<file path="config.mk">
export PLATFORM = sky130hd
export DESIGN_NAME = mips_pipe
export DESIGN_NICKNAME = d
export VERILOG_FILES = /design/src/rtl/mips_pkg.sv /design/src/rtl/mips_hazard.sv /design/src/rtl/regfile.sv /design/src/rtl/mips_pipe.sv
export SDC_FILE = /design/constraint.sdc
export NUM_CORES = 2
export LEC_CHECK = 0
export ABC_AREA = 1
export CORE_MARGIN = 5
export CORE_UTILIZATION = 35
export DETAILED_ROUTE_END_ITERATION = 10
export PLACE_DENSITY_LB_ADDON = 0.3
export SLEW_MARGIN = 20
export SYNTH_ARGS = -nofsm -noshare
export SYNTH_HDL_FRONTEND = slang
export SYNTH_SLANG_ARGS = --single-unit
</file>
<file path="constraint.sdc">
create_clock -name clk -period 8.3 [get_ports clk]
set_clock_uncertainty 0.2 [all_clocks]
set_input_delay 1.66 -clock clk [delete_from_list [all_inputs] [get_ports clk]]
set_output_delay 1.66 -clock clk [all_outputs]
set_load 0.02 [all_outputs]
</file>
<file path="src/rtl/mips_pkg.sv">
// mips_pkg: shared opcodes, decoded-op enum, forwarding-select enum and the
// four pipeline-register structs of the mips_pipe core.
package mips_pkg;

  localparam logic [5:0] OP_RTYPE = 6'h00;
  localparam logic [5:0] OP_J     = 6'h02;
  localparam logic [5:0] OP_BEQ   = 6'h04;
  localparam logic [5:0] OP_BNE   = 6'h05;
  localparam logic [5:0] OP_ADDIU = 6'h09;
  localparam logic [5:0] OP_LW    = 6'h23;
  localparam logic [5:0] OP_SW    = 6'h2B;
  localparam logic [5:0] FN_ADDU  = 6'h21;
  localparam logic [5:0] FN_SUBU  = 6'h23;

  typedef enum logic [3:0] {
    I_NOP, I_ADDU, I_SUBU, I_ADDIU, I_LW, I_SW, I_BEQ, I_BNE, I_J
  } op_t;

  typedef enum logic [1:0] {NONE, EXMEM, MEMWB} fwd_sel_t;

  typedef struct packed {
    logic        valid;
    logic [31:0] pc;
    logic [31:0] instr;
  } ifid_t;

  typedef struct packed {
    logic        valid;
    logic [31:0] pc;
    op_t         op;
    logic [4:0]  rs_num;
    logic [4:0]  rt_num;
    logic [31:0] rs_val;
    logic [31:0] rt_val;
    logic [31:0] imm;
    logic        wr_en;
    logic [4:0]  wr_num;
    logic [31:0] br_target;
  } idex_t;

  typedef struct packed {
    logic        valid;
    logic [31:0] pc;
    logic        is_lw;
    logic        is_sw;
    logic        wr_en;
    logic [4:0]  wr_num;
    logic [31:0] alu;
    logic [31:0] st_data;
  } exmem_t;

  typedef struct packed {
    logic        valid;
    logic [31:0] pc;
    logic        wr_en;   // already qualified by valid
    logic [4:0]  wr_num;
    logic [31:0] wr_data;
  } memwb_t;

  // Anything not recognised decodes to I_NOP.
  function automatic op_t decode_op(input logic [31:0] instr);
    op_t op;
    op = I_NOP;
    case (instr[31:26])
      OP_RTYPE: begin
        if (instr[5:0] == FN_ADDU)      op = I_ADDU;
        else if (instr[5:0] == FN_SUBU) op = I_SUBU;
      end
      OP_ADDIU: op = I_ADDIU;
      OP_LW:    op = I_LW;
      OP_SW:    op = I_SW;
      OP_BEQ:   op = I_BEQ;
      OP_BNE:   op = I_BNE;
      OP_J:     op = I_J;
      default:  op = I_NOP;
    endcase
    return op;
  endfunction

endpackage

</file>
<file path="src/rtl/mips_hazard.sv">
// mips_hazard: combinational hazard unit for mips_pipe.
// Produces EX operand forwarding selects (EX/MEM beats MEM/WB), the ID stall
// (load-use when FORWARDING=1, full interlock on EX/MEM producers when 0) and
// the IF/ID and ID/EX squash controls. A taken branch overrides any stall.
// Ports: id_* describe the ID instruction, ex_* the ID/EX register,
//        mem_* the EX/MEM register, wb_* the MEM/WB register; br_taken from EX.
module mips_hazard import mips_pkg::*; #(
  parameter bit FORWARDING = 1'b1
) (
  input  logic       id_valid,
  input  logic       id_use_rs,
  input  logic       id_use_rt,
  input  logic       id_jump,
  input  logic [4:0] id_rs,
  input  logic [4:0] id_rt,
  input  logic       ex_valid,
  input  logic       ex_is_lw,
  input  logic       ex_wr_en,
  input  logic [4:0] ex_wr_num,
  input  logic [4:0] ex_rs,
  input  logic [4:0] ex_rt,
  input  logic       mem_valid,
  input  logic       mem_wr_en,
  input  logic [4:0] mem_wr_num,
  input  logic       wb_wr_en,
  input  logic [4:0] wb_wr_num,
  input  logic       br_taken,
  output fwd_sel_t   fwd_a,
  output fwd_sel_t   fwd_b,
  output logic       stall,
  output logic       flush_ifid,
  output logic       flush_idex
);

  logic ex_hit, mem_hit, stall_raw;
  fwd_sel_t sel_a, sel_b;

  // wr_en is never set for $0 destinations, so no zero-register compare here.
  assign ex_hit  = ex_valid && ex_wr_en &&
                   ((id_use_rs && ex_wr_num == id_rs) || (id_use_rt && ex_wr_num == id_rt));
  assign mem_hit = mem_valid && mem_wr_en &&
                   ((id_use_rs && mem_wr_num == id_rs) || (id_use_rt && mem_wr_num == id_rt));

  // WB producers are covered by the regfile bypass, so only EX/MEM matter.
  assign stall_raw = id_valid && (FORWARDING ? (ex_hit && ex_is_lw) : (ex_hit || mem_hit));

  always_comb begin
    sel_a = NONE;
    sel_b = NONE;
    if (mem_valid && mem_wr_en && mem_wr_num == ex_rs) sel_a = EXMEM;
    else if (wb_wr_en && wb_wr_num == ex_rs)           sel_a = MEMWB;
    if (mem_valid && mem_wr_en && mem_wr_num == ex_rt) sel_b = EXMEM;
    else if (wb_wr_en && wb_wr_num == ex_rt)           sel_b = MEMWB;
  end

  assign fwd_a      = FORWARDING ? sel_a : NONE;
  assign fwd_b      = FORWARDING ? sel_b : NONE;
  assign stall      = stall_raw && !br_taken;
  assign flush_idex = br_taken || stall_raw;
  assign flush_ifid = br_taken || id_jump;

endmodule

</file>
<file path="src/rtl/regfile.sv">
// regfile: 32 x 32-bit register file, two async read ports, one write port.
// $0 reads as zero and ignores writes. $29/$31 take parameterised reset values.
// Ports: clk, reset (async, active-low), rs_num/rt_num -> rs_data/rt_data,
//        wr_en/wr_num/wr_data (written on posedge).
module regfile #(
  parameter logic [31:0] sp_init = 32'h0,
  parameter logic [31:0] ra_init = 32'h0
) (
  input  logic        clk,
  input  logic        reset,
  input  logic [4:0]  rs_num,
  input  logic [4:0]  rt_num,
  output logic [31:0] rs_data,
  output logic [31:0] rt_data,
  input  logic        wr_en,
  input  logic [4:0]  wr_num,
  input  logic [31:0] wr_data
);

  logic [31:0][31:0] regs;

  always_ff @(posedge clk or negedge reset) begin
    if (!reset) begin
      regs     <= '0;
      regs[29] <= sp_init;
      regs[31] <= ra_init;
    end else if (wr_en && wr_num != 5'd0) begin
      regs[wr_num] <= wr_data;
    end
  end

  assign rs_data = (rs_num == 5'd0) ? 32'h0 : regs[rs_num];
  assign rt_data = (rt_num == 5'd0) ? 32'h0 : regs[rt_num];

endmodule

</file>
<file path="src/rtl/mips_pipe.sv">
// mips_pipe: five-stage (IF ID EX MEM WB) MIPS integer core executing addu,
// subu, addiu, lw, sw, beq, bne, j. j resolves in ID (1 bubble), beq/bne in EX
// (2 bubbles when taken). No delay slots.
// Ports: clk, reset (async, active-low); instr_addr/instr_in fetch port;
//        data_addr/data_in/data_out/data_rd_wr data port (rd_wr=0 on store);
//        retire_* describe the instruction currently in WB.
module mips_pipe import mips_pkg::*; #(
  parameter logic [31:0] pc_init    = 32'h0,
  parameter logic [31:0] sp_init    = 32'h0,
  parameter logic [31:0] ra_init    = 32'h0,
  parameter bit          FORWARDING = 1'b1
) (
  input  logic        clk,
  input  logic        reset,
  output logic [31:0] instr_addr,
  input  logic [31:0] instr_in,
  output logic [31:0] data_addr,
  input  logic [31:0] data_in,
  output logic [31:0] data_out,
  output logic        data_rd_wr,
  output logic        retire_valid,
  output logic [31:0] retire_pc,
  output logic        retire_wr_en,
  output logic [4:0]  retire_wr_num,
  output logic [31:0] retire_wr_data
);

  logic [31:0] pc;
  ifid_t  ifid;
  idex_t  idex;
  exmem_t exmem;
  memwb_t memwb;

  // ---------------- ID ----------------
  op_t         id_op;
  logic [4:0]  id_rs, id_rt, id_rd, id_dst;
  logic        id_use_rs, id_use_rt, id_has_dst, id_wr_en, id_jump;
  logic [31:0] id_imm, id_pc4, id_br_target, id_j_target;
  logic [31:0] rf_rs, rf_rt, id_rs_val, id_rt_val;

  assign id_op        = decode_op(ifid.instr);
  assign id_rs        = ifid.instr[25:21];
  assign id_rt        = ifid.instr[20:16];
  assign id_rd        = ifid.instr[15:11];
  assign id_imm       = {{16{ifid.instr[15]}}, ifid.instr[15:0]};
  assign id_pc4       = ifid.pc + 32'd4;
  assign id_br_target = id_pc4 + {id_imm[29:0], 2'b00};
  assign id_j_target  = {id_pc4[31:28], ifid.instr[25:0], 2'b00};

  assign id_use_rs  = id_op inside {I_ADDU, I_SUBU, I_ADDIU, I_LW, I_SW, I_BEQ, I_BNE};
  assign id_use_rt  = id_op inside {I_ADDU, I_SUBU, I_SW, I_BEQ, I_BNE};
  assign id_has_dst = id_op inside {I_ADDU, I_SUBU, I_ADDIU, I_LW};
  assign id_dst     = (id_op inside {I_ADDU, I_SUBU}) ? id_rd : id_rt;
  assign id_wr_en   = id_has_dst && (id_dst != 5'd0);
  assign id_jump    = ifid.valid && (id_op == I_J);

  regfile #(.sp_init(sp_init), .ra_init(ra_init)) u_rf (
    .clk     (clk),
    .reset   (reset),
    .rs_num  (id_rs),
    .rt_num  (id_rt),
    .rs_data (rf_rs),
    .rt_data (rf_rt),
    .wr_en   (memwb.wr_en),
    .wr_num  (memwb.wr_num),
    .wr_data (memwb.wr_data)
  );

  // WB-to-ID bypass: a value being written this cycle is visible in ID.
  assign id_rs_val = (memwb.wr_en && memwb.wr_num == id_rs) ? memwb.wr_data : rf_rs;
  assign id_rt_val = (memwb.wr_en && memwb.wr_num == id_rt) ? memwb.wr_data : rf_rt;

  // ---------------- EX ----------------
  fwd_sel_t    fwd_a, fwd_b;
  logic [31:0] ex_a, ex_b, ex_alu;
  logic        br_taken, stall, flush_ifid, flush_idex;

  always_comb begin
    case (fwd_a)
      EXMEM:   ex_a = exmem.alu;
      MEMWB:   ex_a = memwb.wr_data;
      default: ex_a = idex.rs_val;
    endcase
    case (fwd_b)
      EXMEM:   ex_b = exmem.alu;
      MEMWB:   ex_b = memwb.wr_data;
      default: ex_b = idex.rt_val;
    endcase
    case (idex.op)
      I_ADDU:              ex_alu = ex_a + ex_b;
      I_SUBU:              ex_alu = ex_a - ex_b;
      I_ADDIU, I_LW, I_SW: ex_alu = ex_a + idex.imm;
      default:             ex_alu = 32'h0;
    endcase
    br_taken = idex.valid && ((idex.op == I_BEQ && ex_a == ex_b) ||
                              (idex.op == I_BNE && ex_a != ex_b));
  end

  mips_hazard #(.FORWARDING(FORWARDING)) u_hz (
    .id_valid   (ifid.valid),
    .id_use_rs  (id_use_rs),
    .id_use_rt  (id_use_rt),
    .id_jump    (id_jump),
    .id_rs      (id_rs),
    .id_rt      (id_rt),
    .ex_valid   (idex.valid),
    .ex_is_lw   (idex.op == I_LW),
    .ex_wr_en   (idex.wr_en),
    .ex_wr_num  (idex.wr_num),
    .ex_rs      (idex.rs_num),
    .ex_rt      (idex.rt_num),
    .mem_valid  (exmem.valid),
    .mem_wr_en  (exmem.wr_en),
    .mem_wr_num (exmem.wr_num),
    .wb_wr_en   (memwb.wr_en),
    .wb_wr_num  (memwb.wr_num),
    .br_taken   (br_taken),
    .fwd_a      (fwd_a),
    .fwd_b      (fwd_b),
    .stall      (stall),
    .flush_ifid (flush_ifid),
    .flush_idex (flush_idex)
  );

  // ---------------- pipeline registers ----------------
  always_ff @(posedge clk or negedge reset) begin
    if (!reset) begin
      pc    <= pc_init;
      ifid  <= '0;
      idex  <= '0;
      exmem <= '0;
      memwb <= '0;
    end else begin
      // IF
      if (br_taken)    pc <= idex.br_target;
      else if (!stall) pc <= id_jump ? id_j_target : pc + 32'd4;

      if (flush_ifid) begin
        ifid <= '0;
      end else if (!stall) begin
        ifid.valid <= 1'b1;
        ifid.pc    <= pc;
        ifid.instr <= instr_in;
      end

      // ID -> EX; a stall or taken branch leaves a bubble behind
      if (flush_idex) begin
        idex <= '0;
      end else begin
        idex.valid     <= ifid.valid;
        idex.pc        <= ifid.pc;
        idex.op        <= id_op;
        idex.rs_num    <= id_rs;
        idex.rt_num    <= id_rt;
        idex.rs_val    <= id_rs_val;
        idex.rt_val    <= id_rt_val;
        idex.imm       <= id_imm;
        idex.wr_en     <= id_wr_en;
        idex.wr_num    <= id_dst;
        idex.br_target <= id_br_target;
      end

      // EX -> MEM
      exmem.valid   <= idex.valid;
      exmem.pc      <= idex.pc;
      exmem.is_lw   <= idex.op == I_LW;
      exmem.is_sw   <= idex.op == I_SW;
      exmem.wr_en   <= idex.wr_en;
      exmem.wr_num  <= idex.wr_num;
      exmem.alu     <= ex_alu;
      exmem.st_data <= ex_b;

      // MEM -> WB
      memwb.valid   <= exmem.valid;
      memwb.pc      <= exmem.pc;
      memwb.wr_en   <= exmem.valid && exmem.wr_en;
      memwb.wr_num  <= exmem.wr_num;
      memwb.wr_data <= exmem.is_lw ? data_in : exmem.alu;
    end
  end

  assign instr_addr     = pc;
  assign data_addr      = exmem.alu;
  assign data_out       = exmem.st_data;
  assign data_rd_wr     = !(exmem.valid && exmem.is_sw);
  assign retire_valid   = memwb.valid;
  assign retire_pc      = memwb.pc;
  assign retire_wr_en   = memwb.wr_en;
  assign retire_wr_num  = memwb.wr_num;
  assign retire_wr_data = memwb.wr_data;

endmodule

</file>
[Word level (Yosys, flattened, before mapping)]
Index checks and enable logic that the tools add are counted.
W data, S select, Z words.
Word-level totals
  input bits: 66
  bits in latches: 0
  memories: 0
  ROM bits: 0
  output and inout port bits: 168
  RAM bits: 0
  register bits: 1478
  logic and storage cells: 176
Operators by class
  bitwise logic cells: 0
  add/subtract/negate cells: 6
  reduce and logical (&&, ||, !) cells: 38
  divide/modulo/power cells: 0
  multiply operators: 0
  multiplexer cells: 29
  magnitude comparators: 4
  equal/unequal tests: 39
  shifts and indexed selects: 0
Operators by type and width (count)
  $bwmux W1024: 1
  $mux W32: 11
  $bmux W32 S5: 2
  $mux W181: 1
  $demux W32 S5: 1
  $mux W65: 2
  $pmux W32 S2: 2
  $add A32 B32 Y32: 3
  $pmux W32 S3: 1
  $add A32 B3 Y32 const B: 2
  $eq A5 B5 Y1: 8
  $eq A32 B32 Y1: 1
  $eq A4 B3 Y1 const B: 8
  $ne A32 B32 Y1: 1
  $sub A32 B32 Y32: 1
  $pmux W4 S7: 1
  $eq A6 B6 Y1 const B: 4
  $logic_and A1 B1 Y1: 22
  $lt A5 B6 Y1 const B: 3
  $eq A4 B2 Y1 const B: 4
  $reduce_bool A5 Y1: 3
  $eq A6 B3 Y1 const B: 2
  $mux W2: 6
  $logic_not A5 Y1: 2
  other kinds (16): 24

[Depth between registers and ports, before layout]
  depth after elaboration: 14
  mapped depth: 30

[Hierarchy]
From an unflattened synthesis, not the netlist that was laid out.
Unflattened totals
  cell total of the unflattened synthesis: 11842
  area, all modules: 82347.7 um^2
By module, submodules not included
  regfile: sequential area each 25624.6 um^2, cells an instance 8316, instances 1, area an instance 56666.8 um^2
  mips_pipe: sequential area each 10910.5 um^2, cells an instance 3407, instances 1, area an instance 25150.4 um^2
  mips_hazard: sequential area each 0.0 um^2, cells an instance 119, instances 1, area an instance 530.5 um^2

[Worst setup path after synthesis]
No wires, ideal clock.
  kind: register to register
  start: register, netlist name retire_wr_num[4]
  end: register exmem, in the netlist data_addr[28]
  stages on the path, launching flop included: 30
  path buffers: 2
  required time: 7974 ps
  slack: 4374 ps
  arrival time: 3600 ps
  setup time: 126 ps
  cell sequence: dfrtp_1 -> buf_4 -> inv_2 -> nand2_1 -> nand2_1 -> nor2_1 -> nand2_1 -> nor2_2 -> nand2_1 -> clkbuf_1 -> o221ai_1 -> nand2_1 -> nand2_1 -> ha_1 -> inv_1 -> fa_1 -> inv_1 -> nand3_1 -> nand2_1 -> inv_1 -> nor2_1 -> nor2_1 -> o21bai_1 -> inv_1 -> o21ai_0 -> nand4_1 -> nand2_1 -> nand2_1 -> nand3_1 -> o21ai_0
Between the ends
  word-level cells in the longest chain between the ends: 8
RTL lines
  $eq A5 B5 Y1 (*): RTL line mips_hazard.sv:53  | else if (wb_wr_en && wb_wr_num == ex_rt) sel_b = MEMWB;
  $logic_and A1 B1 Y1 (*): RTL line mips_hazard.sv:53
  $mux W2 (*): RTL line mips_hazard.sv:53
  $mux W2 (*): RTL line mips_hazard.sv:52  | if (mem_valid && mem_wr_en && mem_wr_num == ex_rt) sel_b = EXMEM;
  $eq A2 B2 Y1 / $eq A2 B1 Y1 (equally long branches): RTL line mips_pipe.sv:84  | case (fwd_b)
  $pmux W32 S2 (*): RTL line mips_pipe.sv:84
  via ex_b[0]: RTL line mips_pipe.sv:75  | logic [31:0] ex_a, ex_b, ex_alu;
  $sub A32 B32 Y32 / $add A32 B32 Y32 (equally long branches): RTL line mips_pipe.sv:91, mips_pipe.sv:90
  $pmux W32 S3 (*): RTL line mips_pipe.sv:89  | case (idex.op)
  via ex_alu[28]: RTL line mips_pipe.sv:75
  end: declaration: RTL line mips_pipe.sv:31  | exmem_t exmem;
Mark *: on every way through the listed nets, which the timed path passes. The rest lies on a longest branch.
A chain may end at the register's enable or synchronous reset.

[Worst setup path after layout]
  start: register, netlist name retire_wr_num[3]
  end: register idex[98] (netlist name)
Between the ends
  word-level cells in the longest chain between the ends: 12
RTL lines
  $eq A5 B5 Y1 (on tied branches): RTL line mips_hazard.sv:51, mips_hazard.sv:53
  $logic_and A1 B1 Y1 (on tied branches): RTL line mips_hazard.sv:51, mips_hazard.sv:53
  $mux W2 (on tied branches): RTL line mips_hazard.sv:51, mips_hazard.sv:53
  $mux W2 (on tied branches): RTL line mips_hazard.sv:50, mips_hazard.sv:52
  $eq A2 B2 Y1, or another cell as far along: RTL line mips_pipe.sv:79  | case (fwd_a)
  $pmux W32 S2 (on tied branches): RTL line mips_pipe.sv:79, mips_pipe.sv:84
  $eq A32 B32 Y1 / $ne A32 B32 Y1 (equally long branches): RTL line mips_pipe.sv:95, mips_pipe.sv:96
  $logic_and A1 B1 Y1 (on tied branches): RTL line mips_pipe.sv:95, mips_pipe.sv:96
  $logic_or A1 B1 Y1: RTL line mips_pipe.sv:95  | br_taken = idex.valid && ((idex.op == I_BEQ && ex_a == ex_b) ||
  $logic_and A1 B1 Y1: RTL line mips_pipe.sv:95
  $logic_or A1 B1 Y1: RTL line mips_hazard.sv:59  | assign flush_idex = br_taken || stall_raw;
  $mux W181 (*): RTL line mips_pipe.sv:147  | if (flush_idex) begin
  end: declaration: RTL line mips_pipe.sv:30  | idex_t idex;
Mark *: on every way between the ends. The rest lies on a longest branch, timed or not.

==> metrics.txt <==
setup TNS 0 ns; Die H 484.2 um; average routed wire per standard cell 25.28 um; Synth Area in Simple Gates 0.1767; H-tree Lvls 4; status finished, final reports clean; routability cong. 0.9447; vias in the first global route 72720; final core occ 0.3928; Power Internal 13250 uW; mux cell area share after synthesis 0; Setup crit end kind flip-flop; sequence of cells on the critical path inv_2 -> nand2_1 -> nand2_1 -> nor2_1 -> nand3_1 -> nand2_1 -> nor2_1 -> a221oi_1 -> ha_1 -> nand2_1 -> nor2_1 -> and3_1 -> nand4_1 -> nor4_2 -> nand2_1 -> nand2_2 -> buf_4 -> nand3_4 -> nand2_8 -> buf_12 -> a21oi_1; total CTS buffers 161; max-slew violation count 0; share of cells above drive strength 1 0.05058; Overall Global Routing Usage 0.2733; register bit total from synthesis 1460; fin nets 10220; ys async rst share 1.000; worst path bufs/invs 3; most frequent CP cell nand2_1; crit path DAT 7.39 ns; largest family of logic cells by synthesized area compound AO/OA/AOI/OAI gates; first-pass GRT wire length 488200 um; Clock Latency Late Sink 0.84 ns; CTS tree built; count of cell types in the netlist 46; Clock power frac 0.378; Initial DRT Pass Iterations 8; initial antenna violation count 4; syn_area_per_cell 7.539 sq um; post-CTS sizing 0; WHS Path Cells 0; Final Hold Violating Endpoints 0; # IOs 234; clk root buf clkbuf_16; element type at the critical path start flip-flop; delay-heaviest family, CP simple AND/OR/NAND/NOR gates; actual slew at the worst max-slew pin 1.200 ns; post-DR vias/cell 5.801; Die ar. 234400 sq um; placement row count 174; # port buffers 233; residual DRC count 0; clk slew on worst S/H paths 0.06 ns; WP data required 8.79 ns; Layout fillers 22860; count leader, synth o21ai_0; clk buf depth 3; fmax 0.1449 GHz; top-area cell type share of the netlist area 0.4643; area delta synth->final 11.92%; Pleak 0.03794 uW; core area 224200 sq um; top cells by area, synth dfrtp_1 46%, o21ai_0 14%, a21oi_1 7.9%, nand2_1 7.8%, nand3_1 4.3%; EDFF count, synth 0; synthesized area 78700 sq um; critical path depth 21; initial core utilization 0.3509; switching power 6579 uW; post-route ant nets 0; CTS sink cnt 1460; setup violators final 0; Adder-Cell Fraction of Synth Area 0.01555; Seq pwr share 0.410; Post-Synth XOR/XNOR Area 0.008681; sw frac 0.3317; Max VDD drop 0.0001739 V; largest net degree at the start of global routing 202; dominant synthesized flop cell dfrtp_1; YS warnings 0; routed wire length 333300 um; Mapped Cells 10440; crit-path max cell delay 0.84 ns; via count 76460; top cells by count, synth 2149 x o21ai_0, 1640 x nand2_1, 1460 x dfrtp_1, 1245 x a21oi_1, 824 x inv_1; leading area contributor after synthesis dfrtp_1; worst min path class reg -> reg; Combinational Power Share 0.211; GRT Residual Overflow 0; CP max stage cell nand2_1; setup bufs post-CTS 0; DR iter-0 viols 10710; Slew HR 0.1992; RSZ-0062 raised after global routing no; post-synthesis compound-gate area fraction 0.2450; reg2reg path depth 21; critical path class reg -> reg; Syn Nets 10600; register area share after synthesis 0.4643; Final Hold Slack 0.1475 ns; crit path time final 6.902 ns; chip width 484.2 um; HPWL Detailed 200100 um; MaxCap Viol Count 0; cts hold-fix bufs 0; crit path max fanout 115; Final Cycle Share 0.8316; Pwr per Cell Area 225.2 nW/um^2
-- state kept, by name, summed over array words and instances, names as in the netlist --
name	flops
instr_addr	32
ifid	39
retire_wr_data	32
exmem	41
data_out	32
data_addr	32
idex	163
u_rf.regs	1024
retire_wr_num	5
retire_wr_en	1
id_imm	16
id_j_target	10
retire_pc	32
retire_valid	1
-- through the flow --
step | instances | instance area, sq um | setup slack [ns] | total power (uW)
2_1_floorplan | 10440 | 78700 | 4.374 | 10570
3_3_place_gp | 12880 | 82570 | 1.225 | 12340
3_5_place_dp | 12880 | 82620 | 1.567 | 12360
4_1_cts | 13170 | 88040 | 1.527 | 19840
5_1_grt | 13170 | 88060 | 1.023 | 20610
6_report | 13180 | 88080 | 1.398 | 19830
-- power by group through the flow --
stage	Sequential (uW)	Clock [uW]	Combinational [uW]
after global placement	8250	0	4090
after CTS	8130	7580	4130
final	8140	7500	4190
after global routing	8190	7870	4560
after detailed placement	8250	0	4110
after floorplan	8120	0	2440
-- worst paths after layout --
check,from,end,slack (ns)
worst max-delay path,retire_wr_num[3],idex[98],1.40
worst min-delay path,exmem[80],retire_pc[8],0.15
worst max register to register,retire_wr_num[3],idex[98],1.40
worst min register to register,exmem[80],retire_pc[8],0.15
max in group asynchronous,reset,u_rf.regs[538],5.36
min in group asynchronous,reset,u_rf.regs[417],0.67
-- area by class of cell --
class / count / area (sq um) / area share
tap: 2992 / 3744 / 0.04250
clock inverter: 62 / 774.5 / 0.008793
inverter: 839 / 3186 / 0.03617
antenna: 7 / 17.52 / 0.0001989
sequential: 1460 / 36560 / 0.4151
clock buffer: 228 / 4642 / 0.05270
timing repair buffer: 384 / 3761 / 0.04270
multi-input combinational: 7209 / 35390 / 0.4018
-- routing by layer --
layer / track usage / share of wire
met5: 0 / 0
met4: 0.1627 / 0.067
met3: 0.05493 / 0.098
met2: 0.4235 / 0.44
met1: 0.3538 / 0.39
-- cells in the final DEF, fill, tap and decap left out, types with 14 or more instances in the layout --
cell	count
nand3_1	665
clkdlybuf4s50_1	232
nor2_1	778
xnor2_1	28
nor4_1	15
or2_2	21
ha_1	93
o211ai_1	118
clkbuf_8	34
dfrtp_1	1449
buf_4	128
nand2_2	14
xor2_1	50
a31oi_1	30
clkbuf_1	32
a221oi_1	61
nor3_1	42
nand4_1	127
o22ai_1	46
a21oi_1	1245
nand2_1	1627
buf_12	20
inv_1	816
clkbuf_16	162
clkinv_2	29
nor2_4	16
a21o_1	17
o21ai_0	2147
-- kinds of logic (layout without fill, tap and decap cells) --
group                    after synthesis  after routing
buffers and inverters               1770           1513
adder cells (fa/ha/maj)               96             96
other                                  0              7
AND/OR/NAND/NOR                     3334           3334
AO/OA/AOI/OAI                       3701           3701
flip-flops                          1460           1460
XOR/XNOR                              78             78
Note: power is estimated with default switching activity, not from simulation.
